===== config.mk =====
export PLATFORM = sky130hd
export DESIGN_NAME = vram_arbiter
export DESIGN_NICKNAME = d
export VERILOG_FILES = /design/src/rtl/vram_arb_pkg.sv /design/src/rtl/vram_wbuf.sv /design/src/rtl/vram_arbiter.sv
export SDC_FILE = /design/constraint.sdc
export NUM_CORES = 1
export LEC_CHECK = 0
export BUFFER_PORTS_ARGS = -buffer_cell sky130_fd_sc_hd__buf_4
export CORE_ASPECT_RATIO = 1.75
export CORE_MARGIN = 8
export CORE_UTILIZATION = 26
export DETAILED_ROUTE_END_ITERATION = 8
export PLACE_DENSITY = 0.87
export REMOVE_ABC_BUFFERS = 1
export SETUP_SLACK_MARGIN = 0.4
export SKIP_LAST_GASP = 1
export SLEW_MARGIN = 25
export SYNTH_ARGS = -nofsm -noshare
export SYNTH_HDL_FRONTEND = slang
export SYNTH_SLANG_ARGS = --single-unit

===== constraint.sdc =====
create_clock -name clk -period 1.44 [get_ports clk]
set_clock_uncertainty 0.1 [all_clocks]
set_input_delay 0.288 -clock clk [delete_from_list [all_inputs] [get_ports clk]]
set_output_delay 0.288 -clock clk [all_outputs]
set_load 0.02 [all_outputs]

===== src/rtl/vram_arb_pkg.sv =====
// vram_arb_pkg -- shared types for the VRAM arbiter.
//   cpu_state_e : CPU handshake FSM states (IDLE, ACK).
//   gnt_src_e   : which requester owns the memory port in the current cycle.
package vram_arb_pkg;

  typedef enum logic {
    IDLE = 1'b0,
    ACK  = 1'b1
  } cpu_state_e;

  typedef enum logic [1:0] {
    GNT_NONE  = 2'd0,
    GNT_VGA   = 2'd1,
    GNT_DRAIN = 2'd2,
    GNT_CPU   = 2'd3
  } gnt_src_e;

endpackage


===== src/rtl/vram_wbuf.sv =====
// vram_wbuf -- one-entry posted write buffer for the VRAM arbiter.
// Only instantiated when VRAM_ARBITER_WBUF_EN is defined.
// Ports:
//   clk, reset        : clock, synchronous active-high reset (clears valid)
//   i_load            : capture i_addr/i_data, mark entry valid
//   i_drain           : entry written to memory this cycle, mark empty
//   i_addr, i_data    : CPU write address / data to capture
//   o_valid           : entry holds an undrained write
//   o_addr, o_data    : buffered write address / data
module vram_wbuf #(
  parameter int AW = 12,
  parameter int DW = 32
) (
  input  logic          clk,
  input  logic          reset,
  input  logic          i_load,
  input  logic          i_drain,
  input  logic [AW-1:0] i_addr,
  input  logic [DW-1:0] i_data,
  output logic          o_valid,
  output logic [AW-1:0] o_addr,
  output logic [DW-1:0] o_data
);

  logic          r_vld_p1;
  logic [AW-1:0] r_addr_p1;
  logic [DW-1:0] r_data_p1;

  // Load only happens while empty, so load and drain never coincide.
  always_ff @(posedge clk) begin
    if (reset) begin
      r_vld_p1 <= 1'b0;
    end else if (i_load) begin
      r_vld_p1 <= 1'b1;
    end else if (i_drain) begin
      r_vld_p1 <= 1'b0;
    end
  end

  // Payload is qualified by r_vld_p1, so it carries no reset.
  always_ff @(posedge clk) begin
    if (i_load) begin
      r_addr_p1 <= i_addr;
      r_data_p1 <= i_data;
    end
  end

  assign o_valid = r_vld_p1;
  assign o_addr  = r_addr_p1;
  assign o_data  = r_data_p1;

endmodule


===== src/rtl/vram_arbiter.sv =====
// vram_arbiter -- single-port screen-memory arbiter between VGA fetch and CPU.
// One memory operation per cycle, fixed priority VGA > buffer drain > CPU.
// Optional feature: define VRAM_ARBITER_WBUF_EN to add a one-entry posted
// write buffer (vram_wbuf); without it CPU writes go straight to memory.
// Ports:
//   clk, reset                    : clock, synchronous active-high reset
//   vga_req, vga_addr             : one-cycle VGA read request
//   vga_valid, vga_rdata          : VGA read data, one cycle after vga_req
//   cpu_req/we/addr/wdata         : CPU request, held until cpu_ack
//   cpu_ack, cpu_rdata            : one-cycle completion pulse, read data
//   mem_addr/mem_we/mem_wdata     : memory command (combinational grant)
//   mem_rdata                     : memory read data, 1-cycle latency
module vram_arbiter
  import vram_arb_pkg::*;
#(
  parameter int AW = 12,
  parameter int DW = 32
) (
  input  logic          clk,
  input  logic          reset,
  input  logic          vga_req,
  input  logic [AW-1:0] vga_addr,
  output logic          vga_valid,
  output logic [DW-1:0] vga_rdata,
  input  logic          cpu_req,
  input  logic          cpu_we,
  input  logic [AW-1:0] cpu_addr,
  input  logic [DW-1:0] cpu_wdata,
  output logic          cpu_ack,
  output logic [DW-1:0] cpu_rdata,
  output logic [AW-1:0] mem_addr,
  output logic          mem_we,
  output logic [DW-1:0] mem_wdata,
  input  logic [DW-1:0] mem_rdata
);

  gnt_src_e      w_gnt;
  cpu_state_e    r_state;
  logic          r_vga_vld_p1;
  logic          r_cpu_ack_p1;
  logic          r_cpu_rd_p1;
  logic          w_buf_valid;
  logic [AW-1:0] w_buf_addr;
  logic [DW-1:0] w_buf_data;
  logic          w_buf_load;
  logic          w_cpu_go;

`ifdef VRAM_ARBITER_WBUF_EN
  // A CPU write is posted into the empty buffer without touching memory,
  // so VGA traffic cannot delay its acknowledge.
  assign w_buf_load = !reset && (r_state == IDLE) && cpu_req && cpu_we && !w_buf_valid;

  vram_wbuf #(
    .AW(AW),
    .DW(DW)
  ) u_wbuf (
    .clk     (clk),
    .reset   (reset),
    .i_load  (w_buf_load),
    .i_drain (w_gnt == GNT_DRAIN),
    .i_addr  (cpu_addr),
    .i_data  (cpu_wdata),
    .o_valid (w_buf_valid),
    .o_addr  (w_buf_addr),
    .o_data  (w_buf_data)
  );
`else
  assign w_buf_load  = 1'b0;
  assign w_buf_valid = 1'b0;
  assign w_buf_addr  = '0;
  assign w_buf_data  = '0;
`endif

  // Stage 0: grant decision for the current cycle.
  // A full buffer blocks CPU reads (read-after-write ordering) and CPU
  // writes (no room) simply by outranking the CPU.
  always_comb begin
    w_gnt = GNT_NONE;
    if (!reset) begin
      if (vga_req) begin
        w_gnt = GNT_VGA;
      end else if (w_buf_valid) begin
        w_gnt = GNT_DRAIN;
      end else if ((r_state == IDLE) && cpu_req && !w_buf_load) begin
        w_gnt = GNT_CPU;
      end
    end
  end

  assign w_cpu_go = (w_gnt == GNT_CPU) || w_buf_load;

  always_comb begin
    mem_addr  = '0;
    mem_we    = 1'b0;
    mem_wdata = '0;
    case (w_gnt)
      GNT_VGA: begin
        mem_addr = vga_addr;
      end
      GNT_DRAIN: begin
        mem_addr  = w_buf_addr;
        mem_we    = 1'b1;
        mem_wdata = w_buf_data;
      end
      GNT_CPU: begin
        mem_addr  = cpu_addr;
        mem_we    = cpu_we;
        mem_wdata = cpu_wdata;
      end
      default: begin
        mem_addr  = '0;
        mem_we    = 1'b0;
        mem_wdata = '0;
      end
    endcase
  end

  // Stage 1: registered completion flags, aligned with mem_rdata.
  always_ff @(posedge clk) begin
    if (reset) begin
      r_state      <= IDLE;
      r_cpu_ack_p1 <= 1'b0;
      r_cpu_rd_p1  <= 1'b0;
      r_vga_vld_p1 <= 1'b0;
    end else begin
      r_vga_vld_p1 <= (w_gnt == GNT_VGA);
      case (r_state)
        IDLE: begin
          if (w_cpu_go) begin
            r_state      <= ACK;
            r_cpu_ack_p1 <= 1'b1;
            r_cpu_rd_p1  <= !cpu_we;
          end else begin
            r_cpu_ack_p1 <= 1'b0;
          end
        end
        ACK: begin
          // cpu_req may still be high here; the next grant waits for IDLE.
          r_state      <= IDLE;
          r_cpu_ack_p1 <= 1'b0;
        end
        default: begin
          r_state      <= IDLE;
          r_cpu_ack_p1 <= 1'b0;
        end
      endcase
    end
  end

  // Reset masks the pulses immediately so an in-flight op is aborted unacked.
  assign vga_valid = r_vga_vld_p1 && !reset;
  assign vga_rdata = vga_valid ? mem_rdata : '0;
  assign cpu_ack   = r_cpu_ack_p1 && !reset;
  assign cpu_rdata = (cpu_ack && r_cpu_rd_p1) ? mem_rdata : '0;

endmodule


==> results of run 1 <==
-- routing by layer --
layer | GRT usage, % | share of wire [%] | vias up
li1 | - | - | 1035
met1 | 17.40 | 30 | 1060
met2 | 37.34 | 52 | 170
met3 | 10.87 | 15 | 13
met4 | 6.627 | 1.8 | 0
met5 | 0 | 0 | -
-- power by group through the flow --
stage	Sequential, mW	Clock [mW]	Combinational (mW)
finish	0.0951	0.270	0.841
CTS	0.0951	0.266	0.761
global placement	0.0936	0	0.608
global route	0.0960	0.279	0.881
floorplan	0.0997	0	0.201
detailed placement	0.0937	0	0.619
-- state kept, by name, indices dropped and copies added, names as in the netlist --
register,count
r_cpu_rd_p1,1
r_cpu_ack_p1,1
r_vga_vld_p1,1
-- worst max-delay path, stage by stage (launching register included) --
cell and delay [ns]:
dfxtp_4 0.34, nor4b_4 0.26, buf_6 0.16, buf_12 0.13, and2_1 0.17, buf_6 0.13
-- cells in the mapped netlist, drive strengths merged --
cell / count / share of area, %
and2: 33 / 16
nor3b: 33 / 20
and3b: 32 / 22
nand2: 13 / 4.5
a21oi: 12 / 4.8
buf: 12 / 8.2
nand4bb: 12 / 11
clkbuf: 10 / 3.0
nor2b: 4 / 2.0
dfxtp: 3 / 4.8
mux2: 1 / 0.89
nor2: 1 / 0.30
nor4b: 1 / 1.9
-- metrics by stage --
step           power (mW)  cell area [um^2]  hold slack [ns]  instances
2_1_floorplan      0.3011              1120           0.2596        145
3_3_place_gp       0.7019              2904           0.5504        416
3_5_place_dp       0.7127              2904           0.5554        416
4_1_cts             1.122              3552           0.3208        435
5_1_grt             1.256              3919           0.3611        440
6_report            1.206              3919           0.3342        440
-- cells by family (layout without fill, tap and decap cells) --
| kind of cell | count (synthesis) | in the layout |
|---|---|---|
| compound gates | 12 | 12 |
| simple gates | 129 | 129 |
| mux | 1 | 1 |
| flops | 3 | 3 |
| buf+inv | 22 | 243 |
-- worst max path at each step --
| stage | from | to | slack, ns | depth (start not counted) |
|---|---|---|---|---|
| after floorplan | r_cpu_ack_p1$_SDFF_PP0_ | mem_wdata[0] | -0.43 | 2 |
| after global placement | reset | mem_wdata[30] | -0.14 | 5 |
| after detailed placement | reset | mem_wdata[7] | -0.17 | 5 |
| after CTS | r_cpu_ack_p1$_SDFF_PP0_ | mem_wdata[7] | -0.35 | 4 |
| after global routing | r_cpu_ack_p1$_SDFF_PP0_ | mem_wdata[11] | -0.42 | 5 |
| final | r_cpu_ack_p1$_SDFF_PP0_ | mem_wdata[11] | -0.39 | 5 |
-- layout make-up --
class                      count  area [um^2]  share of cell area, %
timing repair buffer         239         2379                  60.70
multi-input combinational    142         1361                  34.74
sequential                     3        68.82                  1.756
tap                           52        65.06                  1.660
clock buffer                   4        45.04                  1.149
-- timing repair --
| action | in CTS | in global routing |
|---|---|---|
| buffers inserted | 8 | 1 |
| setup endpoints to repair | 113 | 113 |
| cloned | 7 | 4 |
| hold buffers | 0 | 0 |
| gates resized for setup | 80 | 71 |
| pin swaps | 29 | 37 |
==> impl_results.md, run 1 <==
* CP Launch Type: register
* Ant diodes at 0
* TritonRoute pass-1 iters at 4
* Area growth syn-to-layout at 210.7%
* Site row count at 33
* Worst-case reg-to-reg path depth at 4
* First DRT Iteration DRCs at 93
* Layout cells sized above 1 at 78.61%
* H-tree depth at 1
* Sink Count at 3
* Final Util at 83.99%
* RSZ-0062 raised after global routing: yes
* Slew Viols, Final at 0
* Logic pwr share at between 60% and 70%
* Pwr dens at ~310 nW/um^2
* Sw Pwr at roughly 0.43 mW
* Worst R2R Setup Slack at 0.13 ns
* Hold worst-path end: r_cpu_rd_p1$_SDFFE_PP0P_
* Synthesized area at about 1300 um^2
* Die area at about 7400 um^2
* Routed wire per std cell at approximately 22 um
* Antenna-violating nets left at 0
* Sequential group share of total power at around 7.9%
* Failing checks: setup timing
* IO Pins at around 200
* R2r endpoint: r_cpu_rd_p1$_SDFFE_PP0P_
* FILL cells at about 240
* CTS max path bufs at 2
* Core Box Area at about 4700 um^2
* Nets at roughly 480
* Tmin final at approximately 1.8 ns
* Max-cap viol count at 0
* Simple-gate share of the synthesized area at between 70 and 80%
* Crit path arrival time at between 1 and 1.5 ns
* Clk network pwr share at between 20% and 30%
* Largest net degree at the start of global routing at 35
* Clk Tree Root Cell: clkbuf_8
* Internal Pwr Total at approximately 0.8 mW
* Synthesized instance count at roughly 170
* Max Clock Freq at 0.5474 GHz
* Vias in the first global route at 2,363
* Worst-path clk slew at roughly 0.040 ns
* Synth Area in XOR/XNOR at 0%
* Period utilisation layout at 126.9%
* Compound-gate portion of the synthesized area at between 4 and 5%
* DIE WIDTH at slightly below 70 um
* Commonest cells after routing, fill and taps aside: buf_4, buf_6, and3b_1
* DRC Markers at 0
* Largest family of logic cells by synthesized area: simple AND/OR/NAND/NOR gates
* GRT Util Overall at about a fifth
* Tightest Pin Transition at between 0.2 and 0.3 ns
* Port Buffers at approximately 200
* Final Hold Viols at 0
* Endpoints failing setup at around 110
* Status: finished, violations left
* Setup TNS at -26.36 ns
* First-pass GRT wire length at 11.62 mm
* Required @ worst endpoint at ~1.1 ns
* Mean post-synth cell area at 7.552 um^2
* Final WS setup at -0.3869 ns
* Worst Hold Class: in -> reg
* Initial Util at between 20% and 30%
* Seq cells post-synth at 3
* Leakage power at between 2 and 2.5 nW
* Slew HR at 80.29%
* Leading cell type in the layout, fill and taps excluded: buf_4
* Sw Share at 35.34%
* Avg Vias per Cell at between 5 and 6
* Cell variety after synth at 16
* Num CTS Buffers at 3
* Post-Route WL at between 9 and 10 mm
* CP endpoint kind: output pin
* Grt ovf at 0
* Post-synthesis mux area share at 0.8929%
* WHS Path Cells at 3
* Placement Setup Slack at -0.1748 ns
* Synth Area in Adders at 0%
* Dpl hpwl at roughly 6.2 mm
* Via count at around 2,300
* Worst IR Drop VDD at roughly 0.46 mV
* Die Y-Extent at 108.1 um
* Worst Path Max Fanout at 17
* Reg-to-Reg Start: r_cpu_ack_p1$_SDFF_PP0_
* Hold path startpoint: cpu_we
* Yosys warnings at 0
* Setup Crit Path Kind: reg -> out
* TritonCTS clock tree: built
* Register area share after synthesis at 4.762%
* Routability congestion estimate from global placement at around 0.73
* Antenna violations before repair at 0
* Clk Latency, worst-skew pair at approximately 0.23 ns
Note: power is estimated with default switching activity, not from simulation.
==> run 2: changes to the inputs <==
--- a/config.mk
+++ b/config.mk
@@ -10,6 +10,7 @@
 export CORE_MARGIN = 8
 export CORE_UTILIZATION = 26
 export DETAILED_ROUTE_END_ITERATION = 8
+export GPL_TIMING_DRIVEN = 0
 export PLACE_DENSITY = 0.87
 export REMOVE_ABC_BUFFERS = 1
 export SETUP_SLACK_MARGIN = 0.4
==> impl_results.md, run 2 (same netlist as run 1, synthesis figures left out) <==
* Grt ovf at 0 (unchanged)
* Num CTS Buffers at 3 (unchanged)
* Leading cell type in the layout, fill and taps excluded: buf_4
* CTS max path bufs at 2 (unchanged)
* Slowest cell on crit path: dfxtp_4
* Final Hold Viols at 0 (unchanged)
* First DRT Iteration DRCs at 96 (+3.2%)
* Hold worst-path end: r_vga_vld_p1$_SDFF_PP0_
* DRC Markers at 0 (unchanged)
* CP most frequent cell: buf_4
* Post-Route WL at 8.535 mm (-10%)
* TritonRoute pass-1 iters at 4 (unchanged)
* Leakage power at 1.743 nW (-14%)
* WHS at 0.3696 ns (+0.03543 ns)
* Status: finished, violations left
* Commonest cells after routing, fill and taps aside: buf_4, buf_6, and3b_1
* Via count at 2,155 (-5.4%)
* Clk Latency, worst-skew pair at 0.21 ns (-0.02 ns)
* GRT Util Overall at 20.00% (-0.21 points)
* Port Buffers at 203 (unchanged)
* Area growth syn-to-layout at 171.2%
* Period utilisation layout at 118.8% (-8.0 points)
* Worst-path clk slew at 0.03 ns (about the same)
* Clk Tree Root Cell: clkbuf_8
* Crit path arrival time at 1.32 ns (-0.12 ns)
* Worst R2R Setup Slack at 0.28 ns (+0.15 ns)
* Die area at 7423 um^2 (unchanged)
* RSZ-0062 raised after global routing: yes
* Top Registers: r_cpu_ack_p1: 1 flops, r_cpu_rd_p1: 1 flops, r_vga_vld_p1: 1 flops
* Required @ worst endpoint at 1.05 ns (about the same)
* R2r endpoint: r_cpu_rd_p1$_SDFFE_PP0P_
* Routability congestion estimate from global placement at 0.7432 (+1.2%)
* First-pass GRT wire length at 11.50 mm (-1.1%)
* Setup TNS at -15.55 ns (+10.81 ns)
* Largest stage delay on the critical path at 0.36 ns (+0.02 ns)
* H-tree depth at 1 (unchanged)
* Endpoints failing setup at 97 (-13%)
* Routed wire per std cell at 20.42 um (-5.7%)
* Tmin final at 1.711 ns (-0.1156 ns)
* Reg-to-Reg Start: r_cpu_ack_p1$_SDFF_PP0_
* Worst Path Max Fanout at 13 (-4)
* Worst-path cell chain: buf_4, nand4bb_1, a21oi_1, buf_4
* Worst IR Drop VDD at 0.4807 mV (+3.4%)
* WHS Path Cells at 2 (-1)
* Vias in the first global route at 2,224 (-5.9%)
* CP Launch Type: register
* Setup Crit Path Kind: reg -> out
* Worst Hold Class: in -> reg
* Max Clock Freq at 0.5843 GHz (+6.8%)
* CP endpoint kind: output pin
* Crit path max-delay family: flip-flops
* Avg Vias per Cell at 5.156 (-0.42%)
* Max-cap viol count at 0 (unchanged)
* IO Pins at 204 (unchanged)
* Failing checks: setup timing
* Layout cells sized above 1 at 73.22% (-5.4 points)
* Antenna-violating nets left at 0 (unchanged)
* Slew Viols, Final at 0 (unchanged)
* Nets at 460 (-4.6%)
* Worst-case reg-to-reg path depth at 2 (-2)
* Antenna violations before repair at 0 (unchanged)
* Hold path startpoint: vga_req
* Final WS setup at -0.2714 ns (+0.1156 ns)
* Largest net degree at the start of global routing at 43 (+23%)
* TritonCTS clock tree: built
* Sink Count at 3 (unchanged)
* Initial Util at 27.03% (unchanged)
* Die Y-Extent at 108.1 um (unchanged)
* Ant diodes at 0 (unchanged)
* Slew HR at 82.41% (+2.1 points)
* Pwr dens at 307.7 nW/um^2 (about the same)
* Core Box Area at 4666 um^2 (unchanged)
* Worst Path Buf+Inv at 2 (-1)
* Site row count at 33 (unchanged)
* Tightest Pin Transition at 0.2639 ns (-0.03175 ns)
* Dpl hpwl at 5.801 mm (-6.0%)
* DIE WIDTH at 68.65 um (unchanged)
## run 2: changes by cell type in the layout (fill, tap and decap cells not counted), moves of 2 or more
cell       previous run  this run
and2_1               17        30
and2_4               16         3
buf_12                8         3
buf_16                5         2
buf_4               147       169
buf_6                73        36
clkbuf_16             3         1
nand2_8               1         4
nor3b_2              23        28
nor3b_4              10         4
## run 2: cell type report
cell class | count | area, um^2
timing repair buffer | 213 | 1862
multi-input combinational | 146 | 1378
fill | 320 | 1245
sequential | 3 | 71.32
tap | 52 | 65.06
clock buffer | 4 | 45.04
## run 2: how the worst max path moves through the flow
stage | start | end | slack, ns | cells after the start
after global routing | r_cpu_ack_p1$_SDFF_PP0_ | mem_wdata[17] | -0.31 | 4
after detailed placement | reset | mem_wdata[17] | -1.07 | 4
after floorplan | r_cpu_ack_p1$_SDFF_PP0_ | mem_wdata[0] | -0.43 | 2
after global placement | reset | mem_wdata[17] | -1.04 | 4
after CTS | r_cpu_ack_p1$_SDFF_PP0_ | mem_wdata[17] | -0.28 | 4
final | r_cpu_ack_p1$_SDFF_PP0_ | mem_addr[11] | -0.27 | 4
## run 2: what timing repair did
action                     in CTS  in global routing
gates cloned                    6                  1
pin swaps                      53                  9
setup endpoints to repair     113                112
hold buffers                    0                  0
resized for setup              72                 27
buffers inserted                7                  0
## run 2: per-stage QoR
step / worst slack (ns) / utilization [%] / power, mW / cell area (um^2) / std cells
6_report: -0.2714 / 73.32 / 1.052 / 3421 / 418
2_1_floorplan: -0.4324 / - / 0.3011 / 1120 / 145
3_3_place_gp: -1.037 / 58.06 / 0.6569 / 2709 / 400
5_1_grt: -0.3099 / 73.32 / 1.107 / 3421 / 418
3_5_place_dp: -1.072 / 58.06 / 0.6666 / 2709 / 400
4_1_cts: -0.2837 / 70.18 / 1.023 / 3274 / 417
## run 2: power breakdown
part / internal (mW) / switching [mW] / total [mW]
registers: 0.0856 / 0.0170 / 0.103
clock network: 0.189 / 0.0541 / 0.243
logic: 0.404 / 0.303 / 0.707
## run 2: metal layers
layer,up-vias,routed length [um],global-route usage [%]
li1,993,-,-
met1,986,2605,17.69
met2,167,4385,36.87
met3,9,1430,11.28
met4,0,114,4.860
met5,-,0,0
==> run 3: changes to the inputs <==
--- a/config.mk
+++ b/config.mk
@@ -5,13 +5,13 @@
 export SDC_FILE = /design/constraint.sdc
 export NUM_CORES = 1
 export LEC_CHECK = 0
+export ABC_AREA = 1
 export BUFFER_PORTS_ARGS = -buffer_cell sky130_fd_sc_hd__buf_4
-export CORE_ASPECT_RATIO = 1.75
-export CORE_MARGIN = 8
-export CORE_UTILIZATION = 26
+export CORE_AREA = 2 2 79 81
 export DETAILED_ROUTE_END_ITERATION = 8
+export DIE_AREA = 0 0 81 83
 export GPL_TIMING_DRIVEN = 0
-export PLACE_DENSITY = 0.87
+export PLACE_DENSITY = 0.7
 export REMOVE_ABC_BUFFERS = 1
 export SETUP_SLACK_MARGIN = 0.4
 export SKIP_LAST_GASP = 1
==> impl_results.md, run 3 <==
* GRT Util Overall at 19.62% (-0.38 points)
* Crit path arrival time at 1.34 ns (+0.02 ns)
* RSZ-0062 raised after global routing: yes
* Port Buffers at 203 (unchanged)
* Synthesized instance count at 228 (+37%)
* Worst-path clk slew at 0.03 ns (about the same)
* Post-synth top flop: dfxtp_1
* Final WS setup at -0.2857 ns (-0.01428 ns)
* Worst Hold Class: in -> reg
* Yosys top cell by area: nor2_1
* Core Box Area at 5816 um^2 (+25%)
* Ranking of synthesized cells by area: nor2_1, inv_1, nand2_1
* Ant diodes at 0 (unchanged)
* CTS max path bufs at 2 (unchanged)
* Final Hold Viols at 0 (unchanged)
* Endpoints failing setup at 102 (+5.2%)
* Clk Latency, worst-skew pair at 0.21 ns (about the same)
* Worst-path cell chain: inv_2, nor2_4, buf_12, nand2_8, nor2_1, buf_4
* First DRT Iteration DRCs at 26 (-73%)
* Num CTS Buffers at 3 (unchanged)
* Failing checks: setup timing
* Register area share after synthesis at 6.409% (+1.6 points)
* Commonest cells after routing, fill and taps aside: buf_4, buf_6, inv_1, nor2_4, nor2_1
* IO Pins at 204 (unchanged)
* Tmin final at 1.726 ns (+0.01428 ns)
* DRC Markers at 0 (unchanged)
* Largest stage delay on the critical path at 0.35 ns (about the same)
* Antenna violations before repair at 0 (unchanged)
* Max Clock Freq at 0.5795 GHz (-0.83%)
* Die Y-Extent at 83 um (-23%)
* Number of flops mapped to enable cells by yosys at 0 (unchanged)
* Period utilisation layout at 119.8% (+0.99 points)
* Area growth syn-to-layout at 325.8%
* Largest net degree at the start of global routing at 17 (-60%)
* Placement Setup Slack at -0.7279 ns (+0.3443 ns)
* Slowest cell on crit path: dfxtp_4
* CP endpoint kind: output pin
* Top cell type's share of synthesized area at 38.85% (+17 points)
* Leakage power at 2.107 nW (+21%)
* Die area at 6723 um^2 (-9.4%)
* Seq cells post-synth at 3 (unchanged)
* Yosys warnings at 0 (unchanged)
* Slew Viols, Final at 0 (unchanged)
* Synthesized area at 937.1 um^2 (-26%)
* Count leader, synth: nor2_1
* Internal Pwr Total at 0.7015 mW (+3.5%)
* Nets at 548 (+19%)
* FILL cells at 432 (+35%)
* Antenna-violating nets left at 0 (unchanged)
* Cell variety after synth at 11 (-5)
* Tightest Pin Transition at 0.3227 ns (+0.05882 ns)
* Setup Crit Path Kind: reg -> out
* TritonCTS clock tree: built
* Routability congestion estimate from global placement at 0.7186 (-3.3%)
* Pwr dens at 303.5 nW/um^2 (-1.4%)
* Leading cell type in the layout, fill and taps excluded: buf_4
* Vias in the first global route at 2,244 (+0.90%)
* Initial Util at 16.11% (-11 points)
* Clk Tree Root Cell: clkbuf_8
* Sw Pwr at 0.5093 mW (+36%)
* Avg Vias per Cell at 4.093 (-21%)
* H-tree depth at 1 (unchanged)
* Worst Path Max Fanout at 16 (+3)
* CP Launch Type: register
* Max-cap viol count at 0 (unchanged)
* Mean post-synth cell area at 4.110 um^2 (-46%)
* Grt ovf at 0 (unchanged)
* First-pass GRT wire length at 10.56 mm (-8.2%)
* Dpl hpwl at 3.997 mm (-31%)
* Via count at 2,165 (+0.46%)
* Clk network pwr share at 19.9% (-3.2 points)
* Sink Count at 3 (unchanged)
* Slew HR at 78.49% (-3.9 points)
* DIE WIDTH at 81 um (+18%)
* Synth top cells by count: nor2_1, inv_1, nand2_1, buf_2
* Top Registers: r_cpu_ack_p1: 1 flops, r_cpu_rd_p1: 1 flops, r_vga_vld_p1: 1 flops
* Status: finished, violations left
* Async S/R FF share, synth at 0% (unchanged)
* Pwr Total at 1.211 mW (+15%)
* Routed wire per std cell at 13.79 um (-32%)
* TritonRoute pass-1 iters at 4 (unchanged)
* Site row count at 28 (-15%)
* Layout cells sized above 1 at 77.75% (+4.5 points)
* Post-Route WL at 7.293 mm (-15%)
* Sw Share at 42.06% (+6.5 points)
* Logic pwr share at 71.9% (+4.7 points)
* Worst IR Drop VDD at 0.5355 mV (+11%)
* Sequential group share of total power at 8.2% (-1.5 points)
* Required @ worst endpoint at 1.05 ns (about the same)
-- run 3: cell count changes after synthesis, sizes merged, moves of 4 or more --
| cell | delta |
|---|---|
| a21oi | -11 |
| and2 | -33 |
| and3b | -32 |
| clkbuf | -10 |
| inv | +71 |
| nand2 | +28 |
| nand4bb | -12 |
| nor2 | +99 |
| nor2b | -4 |
| nor3b | -33 |
-- run 3: routing by layer --
layer | part of all wire [%] | vias up | track usage (%)
met5 | 0 | - | 0
met4 | 0.26 | 0 | 2.465
met3 | 7.5 | 2 | 5.435
met2 | 60 | 99 | 40.42
met1 | 32 | 982 | 18.86
li1 | - | 1082 | -
-- run 3: worst paths after layout --
check | startpoint | to | slack [ns] | cells after the start
hold reg to reg | r_cpu_rd_p1$_SDFFE_PP0P_ | r_cpu_rd_p1$_SDFFE_PP0P_ | 0.59 | 2
hold / removal | cpu_we | r_cpu_rd_p1$_SDFFE_PP0P_ | 0.27 | 4
setup / recovery | r_cpu_ack_p1$_SDFF_PP0_ | cpu_rdata[27] | -0.29 | 6
setup reg to reg | r_cpu_ack_p1$_SDFF_PP0_ | r_cpu_ack_p1$_SDFF_PP0_ | 0.34 | 5
-- run 3: critical path: cells and delay by family (launching register included) --
family	cells	cell delay (ns)
flops	1	0.35
buf+inv	3	0.36
simple gates	3	0.40
-- run 3: area by class of cell --
cell class | instances | area [um^2] | share of cell area (%)
repair inverters | 1 | 16.27 | 0.4077
inverters | 71 | 289.0 | 7.244
repair buffers | 222 | 2049 | 51.36
flip-flops and latches | 3 | 68.82 | 1.725
multi-input cells | 153 | 1428 | 35.78
well taps | 75 | 93.84 | 2.352
clock buffers | 4 | 45.04 | 1.129
-- run 3: kinds of logic (layout without fill, tap and decap cells) --
family,Yosys count,count (layout),share of synthesized area [%]
simple gates,142,152,58.08
buf+inv,82,298,34.98
flops,3,3,6.409
compound gates,1,1,0.5335
-- run 3: power groups by stage --
stage	registers [mW]	logic (mW)	clock network [mW]
2_1_floorplan	0.0903	0.206	0
3_3_place_gp	0.0907	0.517	0
3_5_place_dp	0.0910	0.525	0
4_1_cts	0.0996	0.797	0.249
5_1_grt	0.0999	0.924	0.263
6_report	0.0990	0.870	0.241
-- run 3: metrics by stage --
step / TNS, ns / cells / utilization (%) / area [um^2] / hold WS (ns)
final: -16.75 / 529 / 68.61 / 3990 / 0.2708
after global routing: -22.04 / 529 / 68.61 / 3990 / 0.2798
after CTS: -13.96 / 527 / 62.65 / 3643 / 0.2628
after detailed placement: -40.17 / 495 / 42.92 / 2496 / 0.3741
after global placement: -47.76 / 495 / 42.88 / 2494 / 0.3712
after floorplan: -22.44 / 217 / - / 875.8 / 0.3519
-- run 3: timing repair --
action / in CTS / in global routing
gates cloned: 11 / 0
setup buffers: 17 / 2
resized for setup: 215 / 82
endpoints found under the setup margin: 112 / 113
hold buffers: 0 / 0
pin swaps: 14 / 6
